--- config.mk ---
export PLATFORM = sky130hd
export DESIGN_NAME = spi_master_arbiter_flat
export DESIGN_NICKNAME = d
export VERILOG_FILES = /design/src/rtl/spi_arb_pkg.sv /design/src/rtl/spi_master_arbiter_if.sv /design/src/rtl/spi_master_arbiter_rr_pick.sv /design/src/rtl/spi_master_arbiter.sv /design/src/flat_wrapper.sv
export SDC_FILE = /design/constraint.sdc
export NUM_CORES = 1
export LEC_CHECK = 0
export CORE_MARGIN = 2
export CORE_UTILIZATION = 45
export DETAILED_ROUTE_END_ITERATION = 10
export GPL_TIMING_DRIVEN = 0
export HOLD_SLACK_MARGIN = 0.12
export PLACE_DENSITY = 0.83
export RECOVER_POWER = 50
export SETUP_SLACK_MARGIN = 0.15
export SLEW_MARGIN = 30
export SYNTH_ARGS = -nofsm -noshare
export SYNTH_HDL_FRONTEND = slang
export SYNTH_SLANG_ARGS = --single-unit
--- constraint.sdc ---
create_clock -name clk -period 4.4 [get_ports clk]
set_input_delay 0.66 -clock clk [delete_from_list [all_inputs] [get_ports clk]]
set_output_delay 0.66 -clock clk [all_outputs]
set_load 0.02 [all_outputs]
--- src/rtl/spi_arb_pkg.sv ---
// Shared types and constants for the SPI master arbiter.
// The command and response widths follow the SPI master's start/data_in/data_out interface.
package spi_arb_pkg;

  localparam int CMD_W = 10;
  localparam int RSP_W = 8;

  typedef enum logic [2:0] {
    IDLE,
    LAUNCH,
    WAIT_BUSY,
    WAIT_DONE,
    RESP
  } arb_state_e;

  function automatic int max_int(input int a, input int b);
    return (a > b) ? a : b;
  endfunction

endpackage

--- src/rtl/spi_master_arbiter_if.sv ---
// Requester-side and SPI-master-side handshake signals of the arbiter.
// The master modport is the arbiter's view; the slave modport is the surrounding logic's view.
interface spi_master_arbiter_if
  import spi_arb_pkg::*;
#(
  parameter int NUM_REQ = 4
);

  logic [NUM_REQ-1:0]       req_valid;
  logic [NUM_REQ*CMD_W-1:0] req_data;
  logic [NUM_REQ-1:0]       req_ready;
  logic [NUM_REQ-1:0]       rsp_valid;
  logic [RSP_W-1:0]         rsp_data;
  logic                     rsp_err;

  logic                     m_start;
  logic [CMD_W-1:0]         m_data_in;
  logic                     m_busy;
  logic                     m_done;
  logic [RSP_W-1:0]         m_data_out;

  modport master (
    input  req_valid, req_data, m_busy, m_done, m_data_out,
    output req_ready, rsp_valid, rsp_data, rsp_err, m_start, m_data_in
  );

  modport slave (
    output req_valid, req_data, m_busy, m_done, m_data_out,
    input  req_ready, rsp_valid, rsp_data, rsp_err, m_start, m_data_in
  );

endinterface

--- src/rtl/spi_master_arbiter_rr_pick.sv ---
// Combinational round-robin picker: grants the first set request at or above rr_ptr,
// wrapping at NUM_REQ.
module rr_pick #(
  parameter  int NUM_REQ = 4,
  localparam int IDX_W   = $clog2(NUM_REQ)
) (
  input  logic [NUM_REQ-1:0] req,
  input  logic [IDX_W-1:0]   rr_ptr,
  output logic [NUM_REQ-1:0] grant,
  output logic [IDX_W-1:0]   idx,
  output logic               any
);

  always_comb begin
    logic found;
    int   pos;
    // NOTE: every output gets a default before the search so no path leaves one unassigned,
    // which would otherwise infer a latch.
    grant = '0;
    idx   = '0;
    any   = |req;
    found = 1'b0;
    pos   = 0;
    for (int k = 0; k < NUM_REQ; k++) begin
      pos = int'(rr_ptr) + k;
      if (pos >= NUM_REQ) pos = pos - NUM_REQ;
      if (!found && req[pos]) begin
        found      = 1'b1;
        grant[pos] = 1'b1;
        idx        = pos[IDX_W-1:0];
      end
    end
  end

endmodule

--- src/rtl/spi_master_arbiter.sv ---
// Shares one SPI master between NUM_REQ requesters: round-robin grant, one transaction at a time,
// with busy/done timeouts reported back to the owning requester.
module spi_master_arbiter
  import spi_arb_pkg::*;
#(
  parameter int NUM_REQ = 4,
  parameter int BUSY_TO = 8,
  parameter int DONE_TO = 1024
) (
  input  logic                 clk,
  input  logic                 rst,
  spi_master_arbiter_if.master bus,
  output logic                 arb_busy,
  output logic [7:0]           err_count
);

  localparam int IDX_W   = $clog2(NUM_REQ);
  localparam int TIMER_W = $clog2(max_int(BUSY_TO, DONE_TO) + 1);
  localparam logic [TIMER_W-1:0] BUSY_LAST = TIMER_W'(BUSY_TO - 1);
  localparam logic [TIMER_W-1:0] DONE_LAST = TIMER_W'(DONE_TO - 1);

  arb_state_e         state;
  logic [IDX_W-1:0]   rr_ptr;
  logic [IDX_W-1:0]   owner;
  logic [TIMER_W-1:0] timer;
  logic               err;

  logic [NUM_REQ-1:0] pick_grant;
  logic [IDX_W-1:0]   pick_idx;
  logic               pick_any;
  logic [CMD_W-1:0]   pick_cmd;
  logic               grant_ok;
  logic [NUM_REQ-1:0] owner_1h;

  rr_pick #(.NUM_REQ(NUM_REQ)) u_pick (
    .req    (bus.req_valid),
    .rr_ptr (rr_ptr),
    .grant  (pick_grant),
    .idx    (pick_idx),
    .any    (pick_any)
  );

  always_comb pick_cmd = bus.req_data[int'(pick_idx)*CMD_W +: CMD_W];

  // Ready is gated by rst so the accept pulse reads 0 while reset is held.
  assign grant_ok      = (state == IDLE) && pick_any && !bus.m_busy && !rst;
  assign bus.req_ready = grant_ok ? pick_grant : '0;
  assign owner_1h      = NUM_REQ'(1) << owner;

  // NOTE: sequential state uses non-blocking assignments so every register samples pre-edge values.
  always_ff @(posedge clk) begin
    if (rst) begin
      state         <= IDLE;
      rr_ptr        <= '0;
      owner         <= '0;
      timer         <= '0;
      err           <= 1'b0;
      bus.m_start   <= 1'b0;
      bus.m_data_in <= '0;
      bus.rsp_valid <= '0;
      bus.rsp_data  <= '0;
      bus.rsp_err   <= 1'b0;
      arb_busy      <= 1'b0;
      err_count     <= '0;
    end else begin
      bus.m_start   <= 1'b0;
      bus.rsp_valid <= '0;
      case (state)
        IDLE: begin
          if (grant_ok) begin
            owner         <= pick_idx;
            bus.m_data_in <= pick_cmd;
            bus.m_start   <= 1'b1;
            arb_busy      <= 1'b1;
            state         <= LAUNCH;
          end
        end
        LAUNCH: begin
          timer <= '0;
          state <= WAIT_BUSY;
        end
        WAIT_BUSY: begin
          // A done pulse before busy is seen belongs to nobody and is ignored here.
          if (bus.m_busy) begin
            timer <= '0;
            state <= WAIT_DONE;
          end else if (timer == BUSY_LAST) begin
            err           <= 1'b1;
            bus.rsp_valid <= owner_1h;
            bus.rsp_data  <= '0;
            bus.rsp_err   <= 1'b1;
            state         <= RESP;
          end else if (timer != '1) begin
            timer <= timer + 1'b1;
          end
        end
        WAIT_DONE: begin
          // Done is tested first so a done coinciding with the timeout is not an error.
          if (bus.m_done) begin
            err           <= 1'b0;
            bus.rsp_valid <= owner_1h;
            bus.rsp_data  <= bus.m_data_out;
            bus.rsp_err   <= 1'b0;
            state         <= RESP;
          end else if (timer == DONE_LAST) begin
            err           <= 1'b1;
            bus.rsp_valid <= owner_1h;
            bus.rsp_data  <= '0;
            bus.rsp_err   <= 1'b1;
            state         <= RESP;
          end else if (timer != '1) begin
            timer <= timer + 1'b1;
          end
        end
        RESP: begin
          if (err && err_count != 8'hFF) err_count <= err_count + 8'd1;
          rr_ptr   <= (owner == IDX_W'(NUM_REQ - 1)) ? '0 : owner + 1'b1;
          arb_busy <= 1'b0;
          state    <= IDLE;
        end
        default: state <= IDLE;
      endcase
    end
  end

endmodule

--- src/flat_wrapper.sv ---
// flat-port wrapper written by rule: the top's interface ports become plain ports
module spi_master_arbiter_flat import spi_arb_pkg::*;
#(
  parameter int NUM_REQ = 4,
  parameter int BUSY_TO = 8,
  parameter int DONE_TO = 1024
)
  (clk, rst, arb_busy, err_count, bus_req_valid, bus_req_data, bus_m_busy, bus_m_done, bus_m_data_out, bus_req_ready, bus_rsp_valid, bus_rsp_data, bus_rsp_err, bus_m_start, bus_m_data_in);
  spi_master_arbiter_if #(.NUM_REQ(NUM_REQ)) bus_i ();
  input  logic clk;
  input  logic rst;
  output logic arb_busy;
  output logic [7:0] err_count;
  input wire logic [$bits(bus_i.req_valid)-1:0] bus_req_valid;
  input wire logic [$bits(bus_i.req_data)-1:0] bus_req_data;
  input wire logic [$bits(bus_i.m_busy)-1:0] bus_m_busy;
  input wire logic [$bits(bus_i.m_done)-1:0] bus_m_done;
  input wire logic [$bits(bus_i.m_data_out)-1:0] bus_m_data_out;
  output wire logic [$bits(bus_i.req_ready)-1:0] bus_req_ready;
  output wire logic [$bits(bus_i.rsp_valid)-1:0] bus_rsp_valid;
  output wire logic [$bits(bus_i.rsp_data)-1:0] bus_rsp_data;
  output wire logic [$bits(bus_i.rsp_err)-1:0] bus_rsp_err;
  output wire logic [$bits(bus_i.m_start)-1:0] bus_m_start;
  output wire logic [$bits(bus_i.m_data_in)-1:0] bus_m_data_in;
  assign bus_i.req_valid = bus_req_valid;
  assign bus_i.req_data = bus_req_data;
  assign bus_i.m_busy = bus_m_busy;
  assign bus_i.m_done = bus_m_done;
  assign bus_i.m_data_out = bus_m_data_out;
  assign bus_req_ready = bus_i.req_ready;
  assign bus_rsp_valid = bus_i.rsp_valid;
  assign bus_rsp_data = bus_i.rsp_data;
  assign bus_rsp_err = bus_i.rsp_err;
  assign bus_m_start = bus_i.m_start;
  assign bus_m_data_in = bus_i.m_data_in;
  spi_master_arbiter #(.NUM_REQ(NUM_REQ), .BUSY_TO(BUSY_TO), .DONE_TO(DONE_TO)) u_core (.clk(clk), .rst(rst), .bus(bus_i), .arb_busy(arb_busy), .err_count(err_count));
endmodule
# Yosys cells after proc, flatten, opt, wreduce, memory -nomap -nowiden
# Cells that the tools add are included.
[totals] in_bits=56 wordCells=152 ff_bits=51 out_inout_bits=37
[op_classes] n_mul=1 n_bitwise=4 magnitude_cmp=12 n_mux=67 shift=2 n_eq_ne=17 reduce_logical=28 addsub=10
[ops] operator=">= comparator 32 x 1 -> 1 bit (second input constant)" n=4
[ops] operator="< comparator 32 x 4 -> 1 bit (second input constant)" n=4
[ops] operator="two-way mux 32 bit" n=4
[ops] operator="two-way mux 11 bit" n=5
[ops] operator="variable part select 40 x 32 -> 10 bit" n=1
[ops] operator="two-way mux 4 bit" n=9
[ops] operator="one-hot mux 11 bit (3 select lines)" n=1
[ops] operator="two-way mux 8 bit" n=4
[ops] operator="two-way mux 1 bit" n=21
[ops] operator="one-hot mux 8 bit (2 select lines)" n=1
[ops] operator="two-way mux 3 bit" n=5
[ops] operator="OR 4 bit" n=3
[ops] operator="one-hot mux 3 bit (4 select lines)" n=1
[ops] operator="subtractor 3 x 3 -> 4 bit (second input constant)" n=3
[ops] operator="adder 11 x 1 -> 11 bit (second input constant)" n=1
[ops] operator="== test 11 x 10 -> 1 bit (second input constant)" n=1
[ops] operator="== test 11 x 3 -> 1 bit (second input constant)" n=1
[ops] operator="logical AND 1 bit" n=11
[ops] operator="!= test 11 bit (second input constant)" n=1
[ops] operator="two-way mux 2 bit" n=5
[ops] operator=">= comparator 3 bit (second input constant)" n=3
[ops] operator="adder 8 x 1 -> 8 bit (second input constant)" n=1
[ops] operator="binary-select mux 1 bit (select 2 bit)" n=4
[ops] operator="demux 1 bit (select 2 bit)" n=4
[ops] operator="other kinds (28)" n=43

# Longest topological paths before layout
# Gate-level depths: netlist (run 1).
[logic_depth] depth_word=17 depth_mapped=12 depth_no_buf=8

# Cells and area by module
# Synthesis (run 1) repeated with hierarchy kept, for this count alone.
[hier_totals] cells_unflattened=327 area_unflattened_um2=3066.7
[modules_own_cells] mod="spi_master_arbiter" seq_area_each_um2=1021.0 area_each_um2=2602.5 cells_per_inst=277 instances=1
[modules_own_cells] mod="rr_pick" seq_area_each_um2=0.0 area_each_um2=464.2 cells_per_inst=50 instances=1

# Worst setup path after synthesis (run 1)
# No wires, ideal clock.
[synth_timing] path_type="flip-flop to output port" start="register u_core.rr_ptr[0]" end="output bus_req_ready[0]" arrival_time_ns=2.814 slack_ns=0.926 n_path_buf=3 path_stages_with_launch=12 path_cell_list="dfxtp_1 -> buf_6 -> buf_2 -> clkinv_1 -> ha_1 -> mux4_2 -> nor2b_4 -> clkbuf_1 -> a22oi_1 -> nor2_1 -> a221oi_1 -> nor2_1"
[synth_between] elab_chain_cells=16
[synth_rtl] item="start: declaration" line_no="spi_master_arbiter.sv:23" text="logic [IDX_W-1:0] rr_ptr;"
[synth_rtl] item="start signal: assignment" line_no="spi_master_arbiter.sv:117" text="rr_ptr <= (owner == IDX_W'(NUM_REQ - 1)) ? '0 : owner + 1'b1;"
[synth_rtl] item="parallel branches: the longest is 14 deep, another holds >= comparator 32 x 1 -> 1 bit"
[synth_rtl] item="two-way mux 4 bit (*)" line_no="spi_master_arbiter_rr_pick.sv:27" text="if (!found && req[pos]) begin"
[synth_rtl] item="two-way mux 4 bit (*)" line_no="spi_master_arbiter.sv:47" text="assign bus.req_ready = grant_ok ? pick_grant : '0;"
[synth_rtl] item="end: declaration" line_no="flat_wrapper.sv:19" text="output wire logic [$bits(bus_i.req_ready)-1:0] bus_req_ready;"
# Every way passes the cells marked *. The select of a mux whose other input is x is not followed.

# Final worst setup path (run 1)
[layout_timing] start="register u_core.rr_ptr[0]" end="output bus_req_ready[1]"
# Same word-level chain as after synthesis.

==> flow_summary.yaml, run 1 <==
status:
  status: "finished clean"
synthesis:
  synth_area_sq_mm: 0.003192
  async_flop_share_pct: 0
  syn_inst: 385
  synth_edf_count: 0
  yosys_warnings: 0
  syn_area_per_cell_sq_um: 8.290
  synth_seq_area_share_pct: 31.99
  syn_nets: 451
  synth_cell_type_count: 63
  synth_flop_cell: "dfxtp_1"
  yosys_register_bits: 51
critical_path:
  crit_type: "register to primary output"
  cp-start-kind: "register"
  path_max_fanout: 10
  end_kind: "primary output"
  path_cells: "buf_6 -> buf_2 -> clkinv_2 -> ha_4 -> mux4_2 -> nor2b_4 -> clkbuf_2 -> a22oi_1 -> nor2_1 -> a221oi_1 -> nor2_1 -> dlygate4sd2_1"
  cp_slowest_cell: "mux4_2"
  r2r-start: "u_core.rr_ptr[0]$_SDFFE_PP0P_"
  crit_top_cell: "nor2_1"
  critPathArrivalTime_ps: 3370
  startpoint: "u_core.rr_ptr[0]$_SDFFE_PP0P_"
  slowest_delay_ps: 540
  required_ps: 3740
grt:
  grt_antenna_before_repair: 0
  grt_first_pass_wirelength_mm: 14.28
  grt_max_degree: 18
  grt_overflow: 0
  grt_pass1_vias: 3166
  grt.total_usage_pct: 22.60
finish:
  fin_nets: 551
  design_area_sq_mm: 0.004378
  n_fill_cell: 600
  area_delta_synth_final_pct: 37.16
  drive_gt1_share_pct: 7.202
  diodes: 0
power:
  power.total_uw: 1189
  p_leak_uw: 0.001676
  vdd_ir_drop_max_uv: 218.3
  p_per_area_mw_per_mm2: 271.6
timing:
  skew_ps: 4.856
  clock.fmax_mhz: 248.2
  period_needed_ps: 4028
  slew_viol_final: 0
  setup_viol: 0
  hold_viol_final: 0
  finalSetupTns_ps: 0
  rsz0062_at_grt: "no"
  maxSlewHeadroom_pct: 47.41
  fin_crit_sh_pct: 91.55
  tightest_slew_ps: 787.2
floorplanning:
  initial_core_util_pct: 46.72
  die_w_um: 88.22
  num_rows: 30
  die_y_um: 88.22
  core_sq_mm: 0.006832
  ios: 93
  die_area_sq_mm: 0.007783
placement:
  gp_congestion: 0.9434
  io_buffers: 92
  hpwlAfterDp_mm: 6.710
  postPlaceCellArea_sq_mm: 0.004233
worst_hold_path:
  worstHoldStart: "u_core.bus.m_data_in[7]$_SDFFE_PP0P_"
  hold_path_class: "register to register"
clock_network:
  ctsHoldBuffers: 0
  path_clk_slew_ps: 100
  cts_tree: "built"
  ctsHtreeMaxLevel: 2
  cts.path.max_buffers: 2
  cts_made_buffers: 5
  root_buffer: "clkbuf_8"
  cts_sinks: 51
  worstSkewPairLatency_ps: 310
detailed_routing:
  post_drt_wl_per_cell_um: 15.04
  num_vias: 3302
  drt_iter0_markers: 176
  ant_nets: 0
  wl_mm: 8.755
  viasPerCell: 5.674
  first_pass_iters: 4
  post-route-drc-count: 0
job:
  drv_cap: 0
==> flip-flops by register name, indices dropped and copies added (netlist names) <==
name	count
u_core.state	3
u_core.arb_busy	1
u_core.bus.rsp_data	8
u_core.rr_ptr	2
u_core.bus.m_data_in	10
u_core.bus.rsp_valid	4
u_core.timer	11
u_core.owner	2
u_core.err_count	8
u_core.err	1
u_core.bus.m_start	1
==> synth_stat cells, drive strengths merged, types with 2 or more instances <==
cell type	n	area share, %
a32oi	6	1.6
o21a	2	0.47
nor3b	2	0.47
and2	7	1.4
o2111ai	3	0.82
o32a	5	1.6
nand2	29	3.9
nor3	7	1.3
mux4	4	2.8
a211oi	4	0.94
dfxtp	51	32
mux2i	10	3.1
and3	3	0.59
nand3b	3	0.71
nand4	6	1.2
ha	10	3.9
a21o	2	0.47
a221oi	6	1.6
a22oi	12	2.8
o41ai	2	1.0
clkbuf	16	1.9
inv	14	1.6
xor2	9	2.5
or3	6	1.2
buf	7	1.5
nand3	11	1.7
nor4	2	0.39
o22a	6	1.6
o221ai	2	0.74
o31ai	2	0.47
o21ai	22	3.6
or4	3	0.94
or2	5	0.98
o21bai	3	0.71
o22ai	4	0.78
nor2b	6	1.4
a21oi	13	2.0
nand2b	6	1.2
a2111oi	2	0.55
o211ai	9	2.1
a31oi	4	0.78
nor2	49	5.8
==> logic make-up after synthesis <==
kind of cell               synth area share (%)
AOI/OAI and AO/OA                         26.07
xor gates and xnor gates                  2.744
adders and majority gates                 3.920
buffers and inverters                     5.135
DFF                                       31.99
muxes                                     6.311
and+or+nand+nor                           23.83
==> layer usage <==
metal  share of wire [%]  GRT usage (%)  vias up
met1                  42          27.48     1556
met2                  48          39.78      109
met3                 7.9          5.690       12
met4                 1.4          6.061        0
met5                   0              0        -
li1                    -              -     1625
==> critical path, delay by kind of cell (launching register included) <==
kind                       cells  cell delay [ps]
AOI/OAI and AO/OA              2              150
adders and majority gates      1              350
buffers and inverters          5             1170
DFF                            1              400
muxes                          1              540
and+or+nand+nor                3              440
==> power by group <==
group          internal (uW)  switching, uW
Sequential               487           16.4
Combinational            134            152
Clock                    231            169
==> through the flow <==
stage / std cells / worst slack, ps / hold WS [ps] / utilization (%)
floorplan: 385 / 926.0 / 453.6 / -
global placement: 573 / 13.97 / 452.3 / 61.96
detailed placement: 573 / -51.77 / 459.6 / 61.96
CTS: 582 / 374.7 / 483.1 / 64.27
global route: 582 / 152.0 / 520.2 / 64.08
finish: 582 / 371.6 / 472.9 / 64.08
==> worst paths after layout <==
path,slack [ps],cells after the start,endpoint
max,370,12,bus_req_ready[1]
max reg2reg,1220,12,u_core.bus.m_data_in[1]$_SDFFE_PP0P_
min reg2reg,470,2,u_core.bus.m_data_in[7]$_SDFFE_PP0P_
min,470,2,u_core.bus.m_data_in[7]$_SDFFE_PP0P_
==> cell type report <==
class | count | area [sq um] | share of cell area, %
inverters | 15 | 57.56 | 1.315
well taps | 96 | 120.1 | 2.744
plain buffers | 23 | 108.9 | 2.486
repair buffers | 93 | 924.6 | 21.12
clock buffers | 5 | 68.82 | 1.572
clock inverters | 3 | 71.32 | 1.629
multi-input cells | 296 | 2006 | 45.81
flip-flops and latches | 51 | 1021 | 23.32
==> cells in the final DEF, fill, tap and decap left out, drive strengths merged, types with 5 or more instances in the layout <==
cell,count
dfxtp,51
o22a,6
o211ai,9
nor2,49
and2,7
nand4,6
dlygate4sd3,36
nor2b,6
o32a,5
clkbuf,21
a22oi,12
or3,6
a32oi,6
clkdlybuf4s50,52
nand2,29
nand3,11
nand2b,6
xor2,9
ha,10
nor3,7
inv,15
buf,8
or2,5
a21oi,13
a221oi,6
o21ai,22
mux2i,10
==> repair_timing <==
| action | CTS | global route |
|---|---|---|
| buffers inserted | 1 | 0 |
| setup endpoints to repair | 4 | 1 |
| gates resized for setup | 7 | 1 |
Power figures use the tool's default switching activity.
==> inputs of run 2 (changes only) <==
- ABC_AREA: not set -> 1
- PLACE_DENSITY: 0.83 -> 0.84
- SKIP_LAST_GASP: not set -> 1
- SLEW_MARGIN: 30 -> not set
==> flow_summary.yaml, run 2 <==
detailed_routing:
  drt_iter0_markers: 152
  num_vias: 3328
  ant_nets: 0
  viasPerCell: 5.233
  wl_mm: 8.254
  first_pass_iters: 5
  post-route-drc-count: 0
  post_drt_wl_per_cell_um: 12.98
placement:
  io_buffers: 92
  gp_congestion: 0.8497
  hpwlAfterDp_mm: 6.302
  dpl_worst_slack_ps: 753.4
timing:
  hold_viol_final: 0
  finalHoldWorstSlack_ps: 473.6
  rsz0062_at_grt: "no"
  finalSetupTns_ps: 0
  skew_ps: 7.109
  fin_crit_sh_pct: 86.95
  setup_viol: 0
  tightest_slew_ps: 561.1
  period_needed_ps: 3826
  clock.fmax_mhz: 261.4
  slew_viol_final: 0
  maxSlewHeadroom_pct: 62.60
  worst_slack_ps: 574.1
synthesis:
  synth_flop_cell: "dfxtp_1"
  syn_area_per_cell_sq_um: 6.720
  synth_area_leaders: "dfxtp_1 33%, nand2_1 14%, nand3_1 10%"
  yosys.area.top_type_share_pct: 33.32
  async_flop_share_pct: 0
  synth_area_sq_mm: 0.003064
  synth_seq_area_share_pct: 33.32
  synth_edf_count: 0
  synth_common_cells: "116 x nand2_1, 62 x nand3_1, 51 x dfxtp_1"
  yosys_register_bits: 51
  syn_nets: 522
  synth_cell_type_count: 36
  synth.largest_area_cell: "dfxtp_1"
  syn_inst: 456
  yosys_warnings: 0
  yosys.cell_count.top_type: "nand2_1"
finish:
  top_regs: "u_core.timer x11, u_core.bus.m_data_in x10"
  layout_commonest_cell: "nand2_1"
  area_delta_synth_final_pct: 36.46
  diodes: 0
  n_fill_cell: 596
  fin_nets: 621
  final_util_pct: 62.58
  regMostFlops: "u_core.timer"
  largest_reg_flops: 11
  drive_gt1_share_pct: 7.374
  layout_common_cells: "116 x nand2_1, 62 x nand3_1, 58 x clkdlybuf4s50_1"
floorplanning:
  core_sq_mm: 0.006681
  die_area_sq_mm: 0.007486
  num_rows: 30
  ios: 93
  die_w_um: 86.52
  die_y_um: 86.52
  initial_core_util_pct: 45.86
critical_path:
  cp_slowest_cell: "clkdlybuf4s50_1"
  crit_type: "input pin to primary output"
  end_kind: "primary output"
  critPathArrivalTime_ps: 3170
  r2r_cells: 17
  slowest_delay_ps: 590
  r2r_slack_ps: 1910
  crit_top_cell: "inv_1"
  path_cells: "dlygate4sd3_1 -> inv_1 -> nand3_1 -> inv_1 -> buf_2 -> o21ai_0 -> inv_1 -> clkdlybuf4s50_1"
  r2r-start: "u_core.rr_ptr[0]$_SDFFE_PP0P_"
  cp.depth: 8
  cp_num_buf_inv: 6
  reg2reg_to: "u_core.bus.m_data_in[4]$_SDFFE_PP0P_"
  cpLargestDelayFamily: "buffers and inverters"
  required_ps: 3740
  path_max_fanout: 10
  cp-start-kind: "input pin"
worst_hold_path:
  worstHoldStart: "u_core.bus.m_data_in[0]$_SDFFE_PP0P_"
  hold_path_class: "register to register"
  hold_depth: 2
  min_to: "u_core.bus.m_data_in[0]$_SDFFE_PP0P_"
power:
  vdd_ir_drop_max_uv: 182.3
  p_per_area_mw_per_mm2: 319.5
  power.total_uw: 1336
  p_leak_uw: 0.001886
clock_network:
  root_buffer: "clkbuf_8"
  ctsHtreeMaxLevel: 2
  worstSkewPairLatency_ps: 310
  postCtsSetupBuffers: 0
  cts.path.max_buffers: 2
  ctsHoldBuffers: 0
  path_clk_slew_ps: 100
  cts_resized: 0
  cts_made_buffers: 5
  cts_sinks: 51
  cts_tree: "built"
status:
  status: "finished clean"
grt:
  grt_overflow: 0
  grt_first_pass_wirelength_mm: 13.90
  grt_antenna_before_repair: 0
  grt.total_usage_pct: 22.66
  grt_pass1_vias: 3182
  grt_max_degree: 19
job:
  drv_cap: 0
-- run 2: cell types whose count changed after synthesis, sizes merged, moves of 10 or more --
cell | previous run | this run
inv | 14 | 49
clkbuf | 16 | 6
nand2 | 29 | 128
nand3 | 11 | 66
mux2i | 10 | 0
a21oi | 13 | 24
-- run 2: worst max-delay path by stage --
stage | start | endpoint | slack, ps
finish | rst | bus_req_ready[3] | 570
global route | rst | bus_req_ready[3] | 360
CTS | bus_req_valid[2] | bus_req_ready[2] | 750
detailed placement | bus_req_valid[2] | bus_req_ready[2] | 750
global placement | bus_req_valid[2] | bus_req_ready[2] | 750
floorplan | u_core.rr_ptr[0]$_SDFFE_PP0P_ | bus_req_ready[1] | 1880
-- run 2: routing by layer --
| metal | up-vias | wire length, um | global-route usage (%) |
|---|---|---|---|
| met5 | - | 0 | 0 |
| met4 | 0 | 126 | 7.102 |
| met3 | 12 | 417 | 3.048 |
| met2 | 116 | 3978 | 39.72 |
| met1 | 1502 | 3732 | 28.79 |
| li1 | 1698 | - | - |
-- run 2: kinds of logic (layout without fill, tap and decap cells) --
family	Yosys count	after routing	synth area share [%]
AOI/OAI and AO/OA	63	63	11.80
xor gates and xnor gates	7	7	2.001
adders and majority gates	10	10	4.083
buffers and inverters	63	163	8.779
DFF	51	51	33.32
and+or+nand+nor	262	262	40.02
-- run 2: power breakdown --
group,internal [uW],total [uW],switching [uW]
registers,508,537,29.1
clock network,118,289,171
logic,195,510,314
-- run 2: worst reg2reg max path, delay by kind of cell, from the launching register on --
kind,cells,cell delay (ps)
buffers and inverters,6,720
adder cells (fa/ha/maj),1,380
flip-flops,1,380
AND/OR/NAND/NOR,10,900
-- run 2: metrics by stage --
stage | std cells | cell area, sq um
6_report | 636 | 4182
3_5_place_dp | 628 | 4085
2_1_floorplan | 456 | 3064
4_1_cts | 636 | 4182
5_1_grt | 636 | 4182
3_3_place_gp | 628 | 4085
-- run 2: final cells by class --
class | instances | area, sq um | share of cell area (%)
well taps | 80 | 100.1 | 2.394
repair buffers | 92 | 920.9 | 22.02
inverters | 50 | 190.2 | 4.548
clock inverters | 3 | 27.53 | 0.6583
clock buffers | 5 | 68.82 | 1.646
plain buffers | 13 | 78.83 | 1.885
multi-input cells | 342 | 1774 | 42.43
flip-flops and latches | 51 | 1021 | 24.42
